File: src/rtl/vga_pkg.sv
// Shared VGA timing types, standard mode constants and the line/frame
// total helper used by the raster generator.
package vga_pkg;

  typedef struct packed {
    logic [15:0] sync;
    logic [15:0] bp;
    logic [15:0] active;
    logic [15:0] fp;
  } vga_timing_t;

  typedef struct packed {
    vga_timing_t h;
    vga_timing_t v;
  } vga_mode_t;

  localparam vga_mode_t VGA_800X600_60 = '{
    h: '{sync: 16'd128, bp: 16'd88, active: 16'd800, fp: 16'd40},
    v: '{sync: 16'd4,   bp: 16'd23, active: 16'd600, fp: 16'd1}
  };

  localparam vga_mode_t VGA_640X480_60 = '{
    h: '{sync: 16'd96, bp: 16'd48, active: 16'd640, fp: 16'd16},
    v: '{sync: 16'd2,  bp: 16'd33, active: 16'd480, fp: 16'd10}
  };

  function automatic int timing_total(input vga_timing_t t);
    return int'(t.sync) + int'(t.bp) + int'(t.active) + int'(t.fp);
  endfunction

endpackage

File: src/rtl/vga_delay_line.sv
// Fixed-depth shift register with asynchronous clear; DEPTH=0 is a
// plain wire so the caller's output register alone sets the latency.
module vga_delay_line #(
  parameter int               DEPTH     = 2,
  parameter int               WIDTH     = 1,
  parameter logic [WIDTH-1:0] RESET_VAL = '0
) (
  input  logic             vga_clk,
  input  logic             resetn,
  input  logic [WIDTH-1:0] din,
  output logic [WIDTH-1:0] dout
);

  generate
    if (DEPTH == 0) begin : g_bypass
      assign dout = din;
    end else begin : g_shift
      logic [WIDTH-1:0] stage [DEPTH];

      always_ff @(posedge vga_clk or negedge resetn) begin
        if (!resetn) begin
          for (int i = 0; i < DEPTH; i++) stage[i] <= RESET_VAL;
        end else begin
          stage[0] <= din;
          for (int i = 1; i < DEPTH; i++) stage[i] <= stage[i-1];
        end
      end

      assign dout = stage[DEPTH-1];
    end
  endgenerate

endmodule

File: src/rtl/vga_timing_gen.sv
// Parametrised VGA raster generator: H/V counters, pixel requests to a
// fixed-latency source, and sync/blank delayed to stay aligned with RGB.
module vga_timing_gen
  import vga_pkg::*;
#(
  parameter int H_SYNC      = 128,
  parameter int H_BP        = 88,
  parameter int H_ACTIVE    = 800,
  parameter int H_FP        = 40,
  parameter int V_SYNC      = 4,
  parameter int V_BP        = 23,
  parameter int V_ACTIVE    = 600,
  parameter int V_FP        = 1,
  parameter int HS_POL      = 1,
  parameter int VS_POL      = 1,
  parameter int PIX_LATENCY = 2,
  parameter int CNT_W       = 11
) (
  input  logic             vga_clk,
  input  logic             resetn,
  input  logic [7:0]       pix_r,
  input  logic [7:0]       pix_g,
  input  logic [7:0]       pix_b,
  output logic [CNT_W-1:0] req_x,
  output logic [CNT_W-1:0] req_y,
  output logic             req_valid,
  output logic             line_start,
  output logic             frame_start,
  output logic             vblank,
  output logic [7:0]       VGA_R,
  output logic [7:0]       VGA_G,
  output logic [7:0]       VGA_B,
  output logic             VGA_HS,
  output logic             VGA_VS,
  output logic             VGA_BLANK_N,
  output logic             VGA_SYNC_N,
  output logic             VGA_CLK
);

  localparam vga_timing_t H_TIM = '{sync: 16'(H_SYNC), bp: 16'(H_BP),
                                    active: 16'(H_ACTIVE), fp: 16'(H_FP)};
  localparam vga_timing_t V_TIM = '{sync: 16'(V_SYNC), bp: 16'(V_BP),
                                    active: 16'(V_ACTIVE), fp: 16'(V_FP)};
  localparam int H_TOTAL = timing_total(H_TIM);
  localparam int V_TOTAL = timing_total(V_TIM);

  localparam logic [CNT_W-1:0] H_LAST   = CNT_W'(H_TOTAL - 1);
  localparam logic [CNT_W-1:0] V_LAST   = CNT_W'(V_TOTAL - 1);
  localparam logic [CNT_W-1:0] H_START  = CNT_W'(H_SYNC + H_BP);
  localparam logic [CNT_W-1:0] V_START  = CNT_W'(V_SYNC + V_BP);
  localparam logic [CNT_W-1:0] H_ACT_N  = CNT_W'(H_ACTIVE);
  localparam logic [CNT_W-1:0] V_ACT_N  = CNT_W'(V_ACTIVE);
  localparam logic [CNT_W-1:0] H_SYNC_N = CNT_W'(H_SYNC);
  localparam logic [CNT_W-1:0] V_SYNC_N = CNT_W'(V_SYNC);
  localparam logic             HS_ON    = 1'(HS_POL);
  localparam logic             VS_ON    = 1'(VS_POL);

  if (H_TOTAL >= (1 << CNT_W) || V_TOTAL >= (1 << CNT_W) ||
      PIX_LATENCY < 0 || PIX_LATENCY > 8) begin : g_param_check
    $error("vga_timing_gen: totals must fit CNT_W and PIX_LATENCY must be 0..8");
  end

  logic [CNT_W-1:0] hcnt, vcnt, h_off, v_off;
  logic             h_active, v_active, hs_raw, vs_raw;
  logic [2:0]       dly_bundle;

  always_ff @(posedge vga_clk or negedge resetn) begin
    if (!resetn) begin
      hcnt <= '0;
      vcnt <= '0;
    end else if (hcnt == H_LAST) begin
      hcnt <= '0;
      vcnt <= (vcnt == V_LAST) ? '0 : vcnt + CNT_W'(1);
    end else begin
      hcnt <= hcnt + CNT_W'(1);
    end
  end

  // Offsets wrap below the active start, so one unsigned compare covers both edges.
  // req_valid qualifies req_x/req_y; there is no ready: the pixel source must
  // answer every cycle's request exactly PIX_LATENCY cycles later.
  always_comb begin
    h_off       = hcnt - H_START;
    v_off       = vcnt - V_START;
    h_active    = h_off < H_ACT_N;
    v_active    = v_off < V_ACT_N;
    req_valid   = h_active && v_active;
    req_x       = req_valid ? h_off : '0;
    req_y       = req_valid ? v_off : '0;
    line_start  = (hcnt == '0);
    frame_start = (hcnt == '0) && (vcnt == '0);
    vblank      = !v_active;
    hs_raw      = hcnt < H_SYNC_N;
    vs_raw      = vcnt < V_SYNC_N;
  end

  vga_delay_line #(
    .DEPTH     (PIX_LATENCY),
    .WIDTH     (3),
    .RESET_VAL (3'b000)
  ) u_delay (
    .vga_clk (vga_clk),
    .resetn  (resetn),
    .din     ({hs_raw, vs_raw, req_valid}),
    .dout    (dly_bundle)
  );

  // Colour is gated by the delayed enable so blanking never carries RGB.
  always_ff @(posedge vga_clk or negedge resetn) begin
    if (!resetn) begin
      VGA_HS      <= ~HS_ON;
      VGA_VS      <= ~VS_ON;
      VGA_BLANK_N <= 1'b0;
      VGA_R       <= 8'd0;
      VGA_G       <= 8'd0;
      VGA_B       <= 8'd0;
    end else begin
      VGA_HS      <= dly_bundle[2] ? HS_ON : ~HS_ON;
      VGA_VS      <= dly_bundle[1] ? VS_ON : ~VS_ON;
      VGA_BLANK_N <= dly_bundle[0];
      VGA_R       <= dly_bundle[0] ? pix_r : 8'd0;
      VGA_G       <= dly_bundle[0] ? pix_g : 8'd0;
      VGA_B       <= dly_bundle[0] ? pix_b : 8'd0;
    end
  end

  assign VGA_SYNC_N = 1'b0;
  assign VGA_CLK    = vga_clk;

endmodule

File: config.mk
export PLATFORM = sky130hd
export DESIGN_NAME = vga_timing_gen
export DESIGN_NICKNAME = d
export VERILOG_FILES = /design/src/rtl/vga_pkg.sv /design/src/rtl/vga_delay_line.sv /design/src/rtl/vga_timing_gen.sv
export SDC_FILE = /design/constraint.sdc
export NUM_CORES = 1
export LEC_CHECK = 0
export ABC_AREA = 1
export ABC_CLOCK_PERIOD_IN_PS = 4830
export CORE_UTILIZATION = 40
export DETAILED_ROUTE_END_ITERATION = 10
export PLACE_DENSITY = 0.8
export SYNTH_ARGS = -nofsm -noshare
export SYNTH_HDL_FRONTEND = slang
export SYNTH_SLANG_ARGS = --single-unit
File: constraint.sdc
create_clock -name vga_clk -period 4.83 [get_ports vga_clk]
set_input_delay 0.966 -clock vga_clk [delete_from_list [all_inputs] [get_ports vga_clk]]
set_output_delay 0.966 -clock vga_clk [all_outputs]
set_load 0.03 [all_outputs]
==> run summary, run 1 <==
Hold Slack - 350.7 ps
Vias in the first global route - 2292
Post-synthesis sequential area ratio - 48.87%
Final WS setup - 510.5 ps
IO buf count - 77
CP max FO - 21
Peak supply drop - 119.2 µV
IO Count - 81
Setup TNS - 0 ps
Crit path kind - reg2out
Synth-to-Final Area Change - 33.63%
Antenna violations before repair - 0
Yosys reg bits - 55
Most frequent cells after synthesis - 84 x nand2_1, 66 x inv_1, 55 x dfrtp_1, 29 x nor2_1, 15 x nand3_1
PD cells - 225.7 mW/mm²
Pins Over Slew Limit - 0
Total grt overflow - 0
Synthesized area - 0.002816 mm²
Combinational share of power - 3.7%
CTS resizes - 0
Vias per inst - 4.658
Final RePlAce weighted congestion - 0.9896
Clock latency on the worst-skew pair - 420 ps
Cell area after layout - 0.003764 mm²
Post-DP HPWL - 4.292 mm
Commonest register cell after synthesis - dfrtp_1
Status - finished, final reports clean
Tot GR Track Use - 17.71%
Worst Hold Class - reg2reg
Placement Setup Slack - 884.8 ps
Synth Area in XOR/XNOR - 3.687%
Final Hold Viols - 0
Synth area leaders - dfrtp_1 49%, nand2_1 11%, inv_1 8.8%, nor2_1 3.9%, xor2_1 3.1%
Synth Area in Compound Gates - 3.554%
Switching Fraction - 23.63%
Mapped Avg Cell Area - 8.093 µm²
Slowest stage delay, CP - 710 ps
Post-CTS setup buffer count - 0
ANT cells - 0
CTS tree - yes
Post-synth top area share - 48.87%
Unrepaired setup endpoints after global routing - false
Synth Instances - 348
Initial core utilization - 41.45%
Synth cell types - 29
Crit path depth - 12
Drt wl/cell - 11.39 µm
Crit-path cells - ha_1, inv_1, nand2_2, nand3_2, nand3_2, nand2_1, nor2_1, nand2_1, nand2_1, nand3_2, nor2_1, clkdlybuf4s50_1
P_leak - 2.007 nW
Final Setup Violations - 0
Vias - 2436
Crit path max-delay family - simple AND/OR/NAND/NOR gates
Slew @ Worst Pin - 721.5 ps
Multi-input logic area - 0.001096 mm²
Post-Route WL - 5.957 mm
Final Util - 55.40%
Crit path launch type - flop
Final period util - 89.43%
DRT Pass-1 Iters - 4
CP max stage cell - clkdlybuf4s50_1
Register area - 0.001376 mm²
Largest family of logic cells by synthesized area - simple AND/OR/NAND/NOR gates
Synth Area in Adders - 2.221%
Slew margin rel. - 51.90%
First-pass GRT wire length - 10.19 mm
Filler cells - 599
Std-Cell Core Area - 0.006794 mm²
Largest net degree at the start of global routing - 56
Die ar. - 0.007381 mm²
CTS clk-pin slew, worst paths - 100 ps
Std cell rows - 30
Req. time, crit path - 3860 ps
Clock power share - 42.1%
Chip height - 85.91 µm
Simple-gate area share of the yosys netlist - 28.70%
R2R cell count - 11
Int Pwr - 0.6486 mW
Asr flop ratio synth - 100.0%
Placed inst area - 0.003628 mm²
Seq pwr share - 54.2%
Synthesis Warnings - 0
Share of cells above drive strength 1 - 9.836%
Count leader, synth - nand2_1
Post-route DRC - 0
Layout Skew - 9.062 ps
Tmin final - 4319 ps
Sw power - 0.2007 mW
Die X - 85.91 µm
First DRT Iteration DRCs - 66
Hold Path Depth - 0
Post-synthesis mux area share - 0.3554%
Hold-fix buffers, CTS - 0
Synth area leader - dfrtp_1
Crit path arrival time - 3350 ps
Detail Route Antenna Nets - 0
Endpoint class of the critical path - primary output
MaxCap Viol Count - 0
Max frequency - 0.2315 GHz
Number of synthesized flops with an enable pin - 0
Worst path buffer plus inverter count - 2
Fin nets - 457
[metal layers]
layer  wire, µm  vias to the layer above  global-route usage, %  part of all wire [%]
met5          0                        -                      0                     0
met4         66                        0                  5.303                   1.1
met3        517                       13                  7.218                   8.7
met2       2741                      114                  28.86                    46
met1       2631                     1105                  21.53                    44
li1           -                     1204                      -                     -
[power by group through the flow]
stage / combinational (mW) / sequential, mW / clock [mW]
after floorplan: 0.00491 / 0.469 / 0.0310
after global placement: 0.0327 / 0.469 / 0.0345
after detailed placement: 0.0325 / 0.469 / 0.0345
after CTS: 0.0328 / 0.460 / 0.373
after global routing: 0.0354 / 0.460 / 0.394
final: 0.0318 / 0.460 / 0.357
[through the flow]
step,instances,power (mW)
6_report,523,0.8493
5_1_grt,523,0.8892
4_1_cts,523,0.8663
3_5_place_dp,512,0.5362
3_3_place_gp,512,0.5364
2_1_floorplan,350,0.5052
[area by class of cell]
class	instances	share of cell area [%]
Tap cell	96	3.191
Multi-Input combinational cell	213	29.12
Clock buffer	9	3.191
Timing Repair Buffer	77	20.28
Clock inverter	3	0.6649
Sequential cell	55	36.57
Inverter	70	6.981
[worst register-to-register path, delay by kind of cell, from the launching register on]
kind | cells | cell delay, ps
buffers and inverters | 2 | 320
DFF | 1 | 480
adders and majority gates | 1 | 290
and+or+nand+nor | 8 | 1070
[cells in the final DEF, fill, tap and decap left out, types with 7 or more instances in the layout]
master / Yosys / layout
clkbuf_8: 0 / 8
nor3_1: 11 / 11
xor2_1: 10 / 10
o21ai_0: 7 / 7
nand3_1: 15 / 15
nand2_1: 84 / 84
inv_1: 66 / 66
nor2_2: 12 / 12
dfrtp_1: 55 / 55
nand4_1: 9 / 9
clkdlybuf4s50_1: 0 / 76
nor2_1: 29 / 29
[worst paths after layout]
check / slack (ps) / start / to
min: 350 / u_delay.g_shift.stage[3] / u_delay.dout[0]
max reg2reg: 2590 / vcnt[0] / u_delay.g_shift.stage[3]
max: 510 / vcnt[0] / req_y[4]
min reg2reg: 350 / u_delay.g_shift.stage[3] / u_delay.dout[0]
min in group asynchronous: 660 / resetn / VGA_G[5]
max in group asynchronous: 3730 / resetn / u_delay.g_shift.stage[3]
[cell families (layout without fill, tap and decap cells)]
kind of cell | count (synthesis) | count (layout)
and+or+nand+nor | 175 | 175
AOI/OAI and AO/OA | 18 | 18
adders and majority gates | 5 | 5
muxes | 1 | 1
other | 1 | 3
buffers and inverters | 82 | 159
xor gates and xnor gates | 11 | 11
DFF | 55 | 55
[state kept, by name, summed over array words and instances, names as in the netlist, 3 cells and up]
register	count
u_delay.g_shift.stage	3
VGA_G	8
VGA_R	8
hcnt	11
u_delay.dout	3
vcnt	11
VGA_B	8
Note: power is estimated with default switching activity, not from simulation.
==> run 2, diff against run 1 <==
--- a/config.mk
+++ b/config.mk
@@ -9,6 +9,7 @@
 export ABC_CLOCK_PERIOD_IN_PS = 4830
 export CORE_UTILIZATION = 40
 export DETAILED_ROUTE_END_ITERATION = 10
+export HOLD_SLACK_MARGIN = 0.06
 export PLACE_DENSITY = 0.8
 export SYNTH_ARGS = -nofsm -noshare
 export SYNTH_HDL_FRONTEND = slang
==> results of run 2 <==
The final DEF is identical to that of run 1; final timing and power are the same.
==> run 3, diff against run 2 <==
--- a/config.mk
+++ b/config.mk
@@ -6,7 +6,7 @@
 export NUM_CORES = 1
 export LEC_CHECK = 0
 export ABC_AREA = 1
-export ABC_CLOCK_PERIOD_IN_PS = 4830
+export ABC_CLOCK_PERIOD_IN_PS = 5300
 export CORE_UTILIZATION = 40
 export DETAILED_ROUTE_END_ITERATION = 10
 export HOLD_SLACK_MARGIN = 0.06
==> constraint.sdc (replaced) <==
create_clock -name vga_clk -period 5.3 [get_ports vga_clk]
set_input_delay 1.06 -clock vga_clk [delete_from_list [all_inputs] [get_ports vga_clk]]
set_output_delay 1.06 -clock vga_clk [all_outputs]
set_load 0.03 [all_outputs]
==> run 3 against run 2 <==
Compared with the run above: final area unchanged; critical path depth decreased by 9; global-route usage increased by 0.14 points; cell count unchanged; non-clock buffer count unchanged; register-to-register slack improved by 480 ps; worst hold slack improved by 2.2 ps; die area unchanged; clock power decreased by 9.2%; wire length decreased by 0.47%; critical endpoint is now VGA_CLK.
==> run summary, run 3 (same netlist as run 1, synthesis figures left out) <==
Std cell rows - 30
CTS tree - yes
Vias per inst - 4.593
Status - finished, final reports clean
Filler cells - 622
Crit path kind - clk2out
PD cells - 205.3 mW/mm²
Hold Slack - 352.9 ps
Commonest non-fill, non-tap cell in the layout - nand2_1
Share of cells above drive strength 1 - 9.836%
Total grt overflow - 0
Vias in the first global route - 2342
Post-DP HPWL - 4.328 mm
Endpoint class of the critical path - primary output
Synth-to-Final Area Change - 33.63%
CP max FO - 2
Final Setup Violations - 0
Vias - 2402
Post-Route WL - 5.929 mm
Req. time, crit path - 4240 ps
Tot GR Track Use - 17.85%
Crit path launch type - clock port
Std-Cell Core Area - 0.006794 mm²
IO Count - 81
ANT cells - 0
Pins Over Slew Limit - 0
Top Registers - hcnt: 11 flops, vcnt: 11 flops
Final Hold Viols - 0
Initial core utilization - 41.45%
Antenna violations before repair - 0
CTS resizes - 0
First DRT Iteration DRCs - 80
Layout Skew - 10.88 ps
Fin nets - 457
Drt wl/cell - 11.34 µm
Hold-fix buffers, CTS - 0
Crit path from - vga_clk
Largest net degree at the start of global routing - 56
Slew @ Worst Pin - 745.3 ps
Worst Hold Class - reg2reg
P_leak - 2.007 nW
Die X - 85.91 µm
Chip height - 85.91 µm
Worst r2r src - vcnt[0]
Post-route DRC - 0
Detail Route Antenna Nets - 0
Hold Startpoint - u_delay.g_shift.stage[3]
Unrepaired setup endpoints after global routing - false
MaxCap Viol Count - 0
CTS clk-pin slew, worst paths - 100 ps
Peak supply drop - 115.5 µV
Crit path arrival time - 3460 ps
DRT Pass-1 Iters - 4
Clock latency on the worst-skew pair - 410 ps
Post-CTS setup buffer count - 0
First-pass GRT wire length - 10.29 mm
IO buf count - 77
Setup TNS - 0 ps
Die ar. - 0.007381 mm²
Slew margin rel. - 50.31%
Final RePlAce weighted congestion - 0.9897
Commonest cells after routing, fill and taps aside - 84 x nand2_1, 76 x clkdlybuf4s50_1, 66 x inv_1, 55 x dfrtp_1, 29 x nor2_1
[run 3: cell counts in the layout (fill, tap and decap cells not counted)]
Identical to the previous run, type by type.
[run 3: power by group]
group	total, mW	internal, mW	switching (mW)
Sequential	0.419	0.419	0
Combinational	0.0289	0.0160	0.0129
Clock	0.324	0.156	0.169
Total	0.773	0.591	0.182
[run 3: cell type report]
class	count	area, µm²	area share [%]
flip-flops and latches	55	1376	36.57
repair buffers	77	763.2	20.28
multi-input cells	213	1096	29.12
inverters	70	262.8	6.981
well taps	96	120.1	3.191
clock inverters	3	25.02	0.6649
clock buffers	9	120.1	3.191
[run 3: path summary, 6_finish.rpt]
check / to / slack [ps] / cells after the start
setup / recovery: VGA_CLK / 780 / 3
hold / removal: u_delay.dout[0] / 350 / 0
setup reg to reg: u_delay.g_shift.stage[3] / 3070 / 11
hold reg to reg: u_delay.dout[0] / 350 / 0
max in group asynchronous: u_delay.g_shift.stage[3] / 4100 / 2
min in group asynchronous: VGA_G[5] / 760 / 2
[run 3: per-layer routing]
metal  global-route usage, %  vias up  routed length (µm)
met2                   29.44      115                2804
met4                   6.515        0                  64
met3                   7.122       13                 491
li1                        -     1200                   -
met1                   21.01     1074                2568
met5                       0        -                   0
[run 3: metrics by stage]
| stage | setup slack [ps] | instance area, µm² | utilization, % | cells | power, mW |
|---|---|---|---|---|---|
| 2_1_floorplan | 1445 | 2824 | - | 350 | 0.4604 |
| 3_3_place_gp | 1026 | 3628 | 53.41 | 512 | 0.4888 |
| 3_5_place_dp | 1026 | 3628 | 53.41 | 512 | 0.4886 |
| 4_1_cts | 769.8 | 3764 | 55.40 | 523 | 0.7864 |
| 5_1_grt | 598.9 | 3764 | 55.40 | 523 | 0.8089 |
| 6_report | 778.5 | 3764 | 55.40 | 523 | 0.7725 |
[run 3: critical path: stages]
cell and delay (ps):
clkbuf_8 110, clkbuf_8 120, clkdlybuf4s50_1 580
